**src/rtl/ring_router_mux_pkg.sv**
```systemverilog
// Shared types for the ring router output merge: the DII flit and the arbiter state encoding.
package ring_router_mux_pkg;

  typedef struct packed {
    logic [15:0] data;
    logic        last;
    logic        valid;
  } dii_flit;

  typedef enum logic [1:0] {
    IDLE  = 2'd0,
    RING  = 2'd1,
    LOCAL = 2'd2
  } state_t;

  // Counter width able to hold 0..burst inclusive.
  function automatic int cnt_width(input int burst);
    return (burst < 1) ? 1 : $clog2(burst + 1);
  endfunction

endpackage

```
**src/rtl/ring_router_mux_if.sv**
```systemverilog
// One flit link with valid/ready handshake; master drives the flit, slave drives ready.
interface ring_router_mux_if;
  import ring_router_mux_pkg::*;

  dii_flit flit;
  logic    ready;

  modport master (output flit, input ready);
  modport slave  (input flit, output ready);

endinterface

```
**src/rtl/ring_router_mux_arb.sv**
```systemverilog
// Packet-atomic arbiter: worm locking and bounded starvation of local injection.
//
// state | meaning
// IDLE  | no packet in flight, grant decided from head-flit valids
// RING  | ring worm locked until its last flit is accepted
// LOCAL | local worm locked until its last flit is accepted
module ring_router_mux_arb
  import ring_router_mux_pkg::*;
#(
  parameter int RING_BURST = 4
) (
  input  logic clk,
  input  logic rst,
  input  logic ring_valid,
  input  logic ring_last,
  input  logic local_valid,
  input  logic local_last,
  input  logic load_ok,
  output logic grant_ring,
  output logic grant_local
);

  localparam int CNT_W = cnt_width(RING_BURST);
  localparam logic [CNT_W-1:0] BURST_MAX = CNT_W'(RING_BURST);

  state_t           state_q, state_d;
  logic [CNT_W-1:0] starve_q, starve_d;
  logic             acc_ring, acc_local;

  always_comb begin
    state_d     = state_q;
    starve_d    = starve_q;
    grant_ring  = 1'b0;
    grant_local = 1'b0;
    acc_ring    = 1'b0;
    acc_local   = 1'b0;

    case (state_q)
      IDLE: begin
        if (ring_valid && !(local_valid && (starve_q >= BURST_MAX))) grant_ring = 1'b1;
        else if (local_valid)                                        grant_local = 1'b1;
      end
      RING:    grant_ring  = 1'b1;
      LOCAL:   grant_local = 1'b1;
      default: state_d     = IDLE;
    endcase

    acc_ring  = grant_ring  & ring_valid  & load_ok;
    acc_local = grant_local & local_valid & load_ok;

    // Starvation bookkeeping only moves on packet heads, i.e. accepts taken in IDLE.
    if (state_q == IDLE) begin
      if (acc_ring) begin
        if (local_valid && (starve_q < BURST_MAX)) starve_d = starve_q + 1'b1;
        if (!ring_last) state_d = RING;
      end
      if (acc_local) begin
        starve_d = '0;
        if (!local_last) state_d = LOCAL;
      end
    end else if ((acc_ring && ring_last) || (acc_local && local_last)) begin
      state_d = IDLE;
    end
  end

  always_ff @(posedge clk) begin
    if (rst) begin
      state_q  <= IDLE;
      starve_q <= '0;
    end else begin
      state_q  <= state_d;
      starve_q <= starve_d;
    end
  end

endmodule

```
**src/rtl/ring_router_mux.sv**
```systemverilog
// Merges ring pass-through and local injection onto the outgoing ring link
// through a single registered output stage.
module ring_router_mux
  import ring_router_mux_pkg::*;
#(
  parameter int RING_BURST = 4
) (
  input  logic               clk,
  input  logic               rst,
  ring_router_mux_if.slave   in_ring,
  ring_router_mux_if.slave   in_local,
  ring_router_mux_if.master  out_ring
);

  dii_flit out_q, out_d;
  logic    load_ok;
  logic    grant_ring, grant_local;
  logic    acc_ring, acc_local;

  ring_router_mux_arb #(.RING_BURST(RING_BURST)) u_arb (
    .clk         (clk),
    .rst         (rst),
    .ring_valid  (in_ring.flit.valid),
    .ring_last   (in_ring.flit.last),
    .local_valid (in_local.flit.valid),
    .local_last  (in_local.flit.last),
    .load_ok     (load_ok),
    .grant_ring  (grant_ring),
    .grant_local (grant_local)
  );

  always_comb begin
    load_ok        = !out_q.valid || out_ring.ready;
    in_ring.ready  = grant_ring  && load_ok && !rst;
    in_local.ready = grant_local && load_ok && !rst;
    acc_ring       = in_ring.ready  && in_ring.flit.valid;
    acc_local      = in_local.ready && in_local.flit.valid;

    out_d = out_q;
    if (load_ok) begin
      out_d.valid = 1'b0;
      if (acc_ring)       out_d = in_ring.flit;
      else if (acc_local) out_d = in_local.flit;
    end
  end

  always_ff @(posedge clk) begin
    if (rst) out_q <= '0;
    else     out_q <= out_d;
  end

  assign out_ring.flit = out_q;

endmodule

```
**src/flat_wrapper.sv**
```systemverilog
// flat-port wrapper written by rule: the top's interface ports become plain ports
module ring_router_mux_flat import ring_router_mux_pkg::*;
#(
  parameter int RING_BURST = 4
)
  (clk, rst, in_ring_flit, in_ring_ready, in_local_flit, in_local_ready, out_ring_flit, out_ring_ready);
  ring_router_mux_if in_ring_i ();
  ring_router_mux_if in_local_i ();
  ring_router_mux_if out_ring_i ();
  input  logic clk;
  input  logic rst;
  input wire logic [$bits(in_ring_i.flit)-1:0] in_ring_flit;
  output wire logic [$bits(in_ring_i.ready)-1:0] in_ring_ready;
  input wire logic [$bits(in_local_i.flit)-1:0] in_local_flit;
  output wire logic [$bits(in_local_i.ready)-1:0] in_local_ready;
  output wire logic [$bits(out_ring_i.flit)-1:0] out_ring_flit;
  input wire logic [$bits(out_ring_i.ready)-1:0] out_ring_ready;
  assign in_ring_i.flit = in_ring_flit;
  assign in_ring_ready = in_ring_i.ready;
  assign in_local_i.flit = in_local_flit;
  assign in_local_ready = in_local_i.ready;
  assign out_ring_flit = out_ring_i.flit;
  assign out_ring_i.ready = out_ring_ready;
  ring_router_mux #(.RING_BURST(RING_BURST)) u_core (.clk(clk), .rst(rst), .in_ring(in_ring_i), .in_local(in_local_i), .out_ring(out_ring_i));
endmodule
```
**config.mk**
```make
export PLATFORM = sky130hd
export DESIGN_NAME = ring_router_mux_flat
export DESIGN_NICKNAME = d
export VERILOG_FILES = /design/src/rtl/ring_router_mux_pkg.sv /design/src/rtl/ring_router_mux_if.sv /design/src/rtl/ring_router_mux_arb.sv /design/src/rtl/ring_router_mux.sv /design/src/flat_wrapper.sv
export SDC_FILE = /design/constraint.sdc
export NUM_CORES = 1
export LEC_CHECK = 0
export CAP_MARGIN = 20
export CORE_MARGIN = 4
export CORE_UTILIZATION = 39
export DETAILED_ROUTE_END_ITERATION = 16
export HOLD_SLACK_MARGIN = 0.08
export PLACE_DENSITY = 0.74
export SKIP_CTS_REPAIR_TIMING = 1
export SLEW_MARGIN = 20
export SYNTH_ARGS = -nofsm -noshare
export SYNTH_HDL_FRONTEND = slang
export SYNTH_SLANG_ARGS = --single-unit
```
**constraint.sdc**
```tcl
create_clock -name clk -period 1.8 [get_ports clk]
set_input_delay 0.18 -clock clk [delete_from_list [all_inputs] [get_ports clk]]
set_output_delay 0.18 -clock clk [all_outputs]
set_load 0.05 [all_outputs]
```
==> summary.txt <==
Outcome
  – Status: finished clean

CTS
  – Sink Count: 23
  – CTS tree: done
  – Clock latency on the worst-skew pair: 320 ps
  – CTS clk-pin slew, worst paths: roughly 140 ps
  – CTS root buf: clkbuf_4
  – Clock buffer depth: 2
  – Total CTS buffers: 3
  – Max H-tree Level: 1

Floorplanning
  – FP Rows: 19
  – Die ar.: 0.003980 sq mm
  – Initial Util: 41.84%
  – Core box area: 0.002829 sq mm
  – IO Pins: 59
  – Die W: 63.09 um
  – Die Y: 63.09 um

Cells and area
  – Filler cells: 230
  – Final-stage net count: 207
  – Area Overhead vs Synth: 58.46%
  – Number of diodes: 0
  – Non-Filler Instances: approximately 200
  – Layout cells sized above 1: between 10% and 20%
  – Final instance area: 0.001876 sq mm
  – Post-layout util: about two thirds

Global routing
  – Overall Global Routing Usage: 16.52%
  – Antenna violations before repair: 0
  – First-pass GRT wire length: 5.388 mm
  – Number of global-route vias before repair: 1126
  – Global route overflow: 0
  – Largest net degree at the start of global routing: 35

Worst setup path
  – Slowest stage delay, CP: 810 ps
  – Reg2reg start: u_core.u_arb.state_q[1]
  – CP max stage cell: clkdlybuf4s50_1
  – Crit path capture type: primary output
  – Nature of the critical path startpoint: flop
  – Worst path bufs/invs: 1
  – Delay-heaviest family, CP: buffers and inverters
  – R2R Setup Slk: 310 ps
  – WS Path Type: flop to primary output
  – R2r worst-path depth: 5
  – R2r endpoint: u_core.out_ring.flit[15]
  – CP arrival: 1490 ps
  – Number of cells on the critical path: 1
  – CP required: 1620 ps
  – Critical path capture point: out_ring_flit[8]
  – Crit path max fanout: 2
  – Start point of the critical path: u_core.out_ring.flit[8]
  – Crit path cell chain: clkdlybuf4s50_1

Power
  – Pwr Density: 762.4 mW/mm^2
  – Final Power: 1.430 mW
  – Sequential power share: a little over two fifths
  – Leak Pwr: 0.6859 nW
  – Switching power share of the total: 35.83%
  – Share of total power in combinational logic: 40.7%
  – Int Power: 917.5 uW
  – Switching power: just over 500 uW
  – Clock share of power: around 18%
  – Maximum vdd drop: 0.0003781 V

Worst hold path
  – Min-Delay Path Class: input pin to flop

Drt
  – Residual DRC count: 0
  – First drt pass iteration count: 4
  – Final wirelength: between 3 and 4 mm
  – DRT antenna net count: 0
  – Wirelength per Cell: 15.88 um
  – Vias per inst: 5.766
  – Via count: 1136
  – Initial DRC Count: 58

Timing
  – Setup TNS Final: 0 ps
  – Final Skew: ~4.6 ps
  – Post-layout min period: about 1700 ps
  – Fmax: approximately 600 MHz
  – Hold WS: 453.1 ps
  – Final period util: between 90% and 100%
  – Setup slack after layout: 125.2 ps
  – RSZ-0062 raised after global routing: no
  – Relative slew slack: 65.31%
  – Worst slew pin tran: ~520 ps
  – Setup Viol. Count Final: 0
  – Final Hold Vio Count: 0
  – Final Max Slew Viols: 0

Yosys
  – #FFs+latches synth: 23
  – Post-synth EDFFs: 0
  – Post-Syn Area: 0.001184 sq mm
  – Dominant cell type by area after synthesis: dfxtp_1
  – Commonest cells post-synth: dfxtp_1 (23), a221o_1 (16), nor4b_2 (12)
  – Gate Count Post-Synth: 105
  – Ys async rst share: 0%
  – Ys Warns: 0
  – Area fraction of the dominant cell type after synthesis: about 39%
  – Ranking of synthesized cells by area: dfxtp_1 (39%), nor4b_2 (15%), a221o_1 (14%)
  – Count leader, synth: dfxtp_1
  – Top FF cell, synth: dfxtp_1
  – Sequential element share of the synthesized area: 38.90%
  – Synth cell types: 28
  – Synth Net Count: roughly 150
  – Syn Area/Cell: 11.27 sq um

Place
  – Dpl ws: 14.80 ps
  – Final GP Congestion: 0.8869
  – PortBufs: between 50 and 60
  – Placed standard-cell area: 0.001848 sq mm
  – Placed cell count: a little under 200
  – DP HPWL: 2.369 mm

Job
  – Maxcap violations: 0
## area by class of cell
cell class	instances	area, sq um	share of cell area [%]
Inverter	3	11.26	0.6004
Clock inverter	1	5.005	0.2668
Tap cell	31	38.79	2.068
Clock buffer	3	22.52	1.201
Multi-Input combinational cell	66	621.8	33.16
Sequential cell	23	460.4	24.55
Timing Repair Buffer	70	715.7	38.16
## per-layer routing
metal	GRT usage [%]	share of wire, %	up-vias
li1	-	-	543
met2	26.88	50	36
met3	3.020	5.0	5
met5	0	0	-
met4	6.612	1.8	0
met1	21.47	44	552
## worst min path at each step
stage	from	endpoint	slack, ps	cells past startpoint
floorplan	in_ring_flit[1]	u_core.u_arb.state_q[0]	290	1
global placement	u_core.u_arb.starve_q[1]	u_core.u_arb.starve_q[1]	480	2
detailed placement	u_core.out_ring.flit[1]	u_core.out_ring.flit[1]	490	2
CTS	in_ring_flit[12]	u_core.out_ring.flit[12]	440	2
global route	in_ring_flit[5]	u_core.out_ring.flit[5]	440	2
finish	in_local_flit[7]	u_core.out_ring.flit[7]	450	2
## cells in the final DEF, fill, tap and decap left out, types with 2 or more instances in the layout
master and count:
inv_1 3, buf_4 10, clkdlybuf4s50_1 56, a221o_1 16, a2111oi_0 2, a211oi_1 2, nor4_2 2, nor4b_1 4
nor4b_2 12, nor2_1 7, a21oi_1 5, o211a_1 2, buf_12 4, o2111a_1 2, clkbuf_4 3, dfxtp_1 23
nand2b_1 2
## sequential cells by signal, summed over array words and instances, names as in the netlist
| signal | count |
|---|---|
| u_core.u_arb.starve_q | 3 |
| u_core.out_ring.flit | 18 |
| u_core.u_arb.state_q | 2 |
## kinds of logic (layout without fill, tap and decap cells)
logic type      Yosys count  after routing  share of synthesized area, %
flops                    23             23                         38.90
buf+inv                  16             77                         9.619
mux                       1              1                        0.8457
fa+ha+maj                 1              1                         1.057
xor+xnor                  1              1                        0.7401
simple gates             32             32                         25.58
compound gates           31             31                         23.26
## power by group through the flow
stage               logic [mW]  registers (mW)  clock network, mW
finish                   0.581           0.597              0.252
global route             0.614           0.605              0.285
CTS                      0.585           0.597              0.263
detailed placement       0.584           0.607                  0
global placement         0.576           0.606                  0
floorplan                0.192           0.765                  0
(Power assumes the default switching activity.)
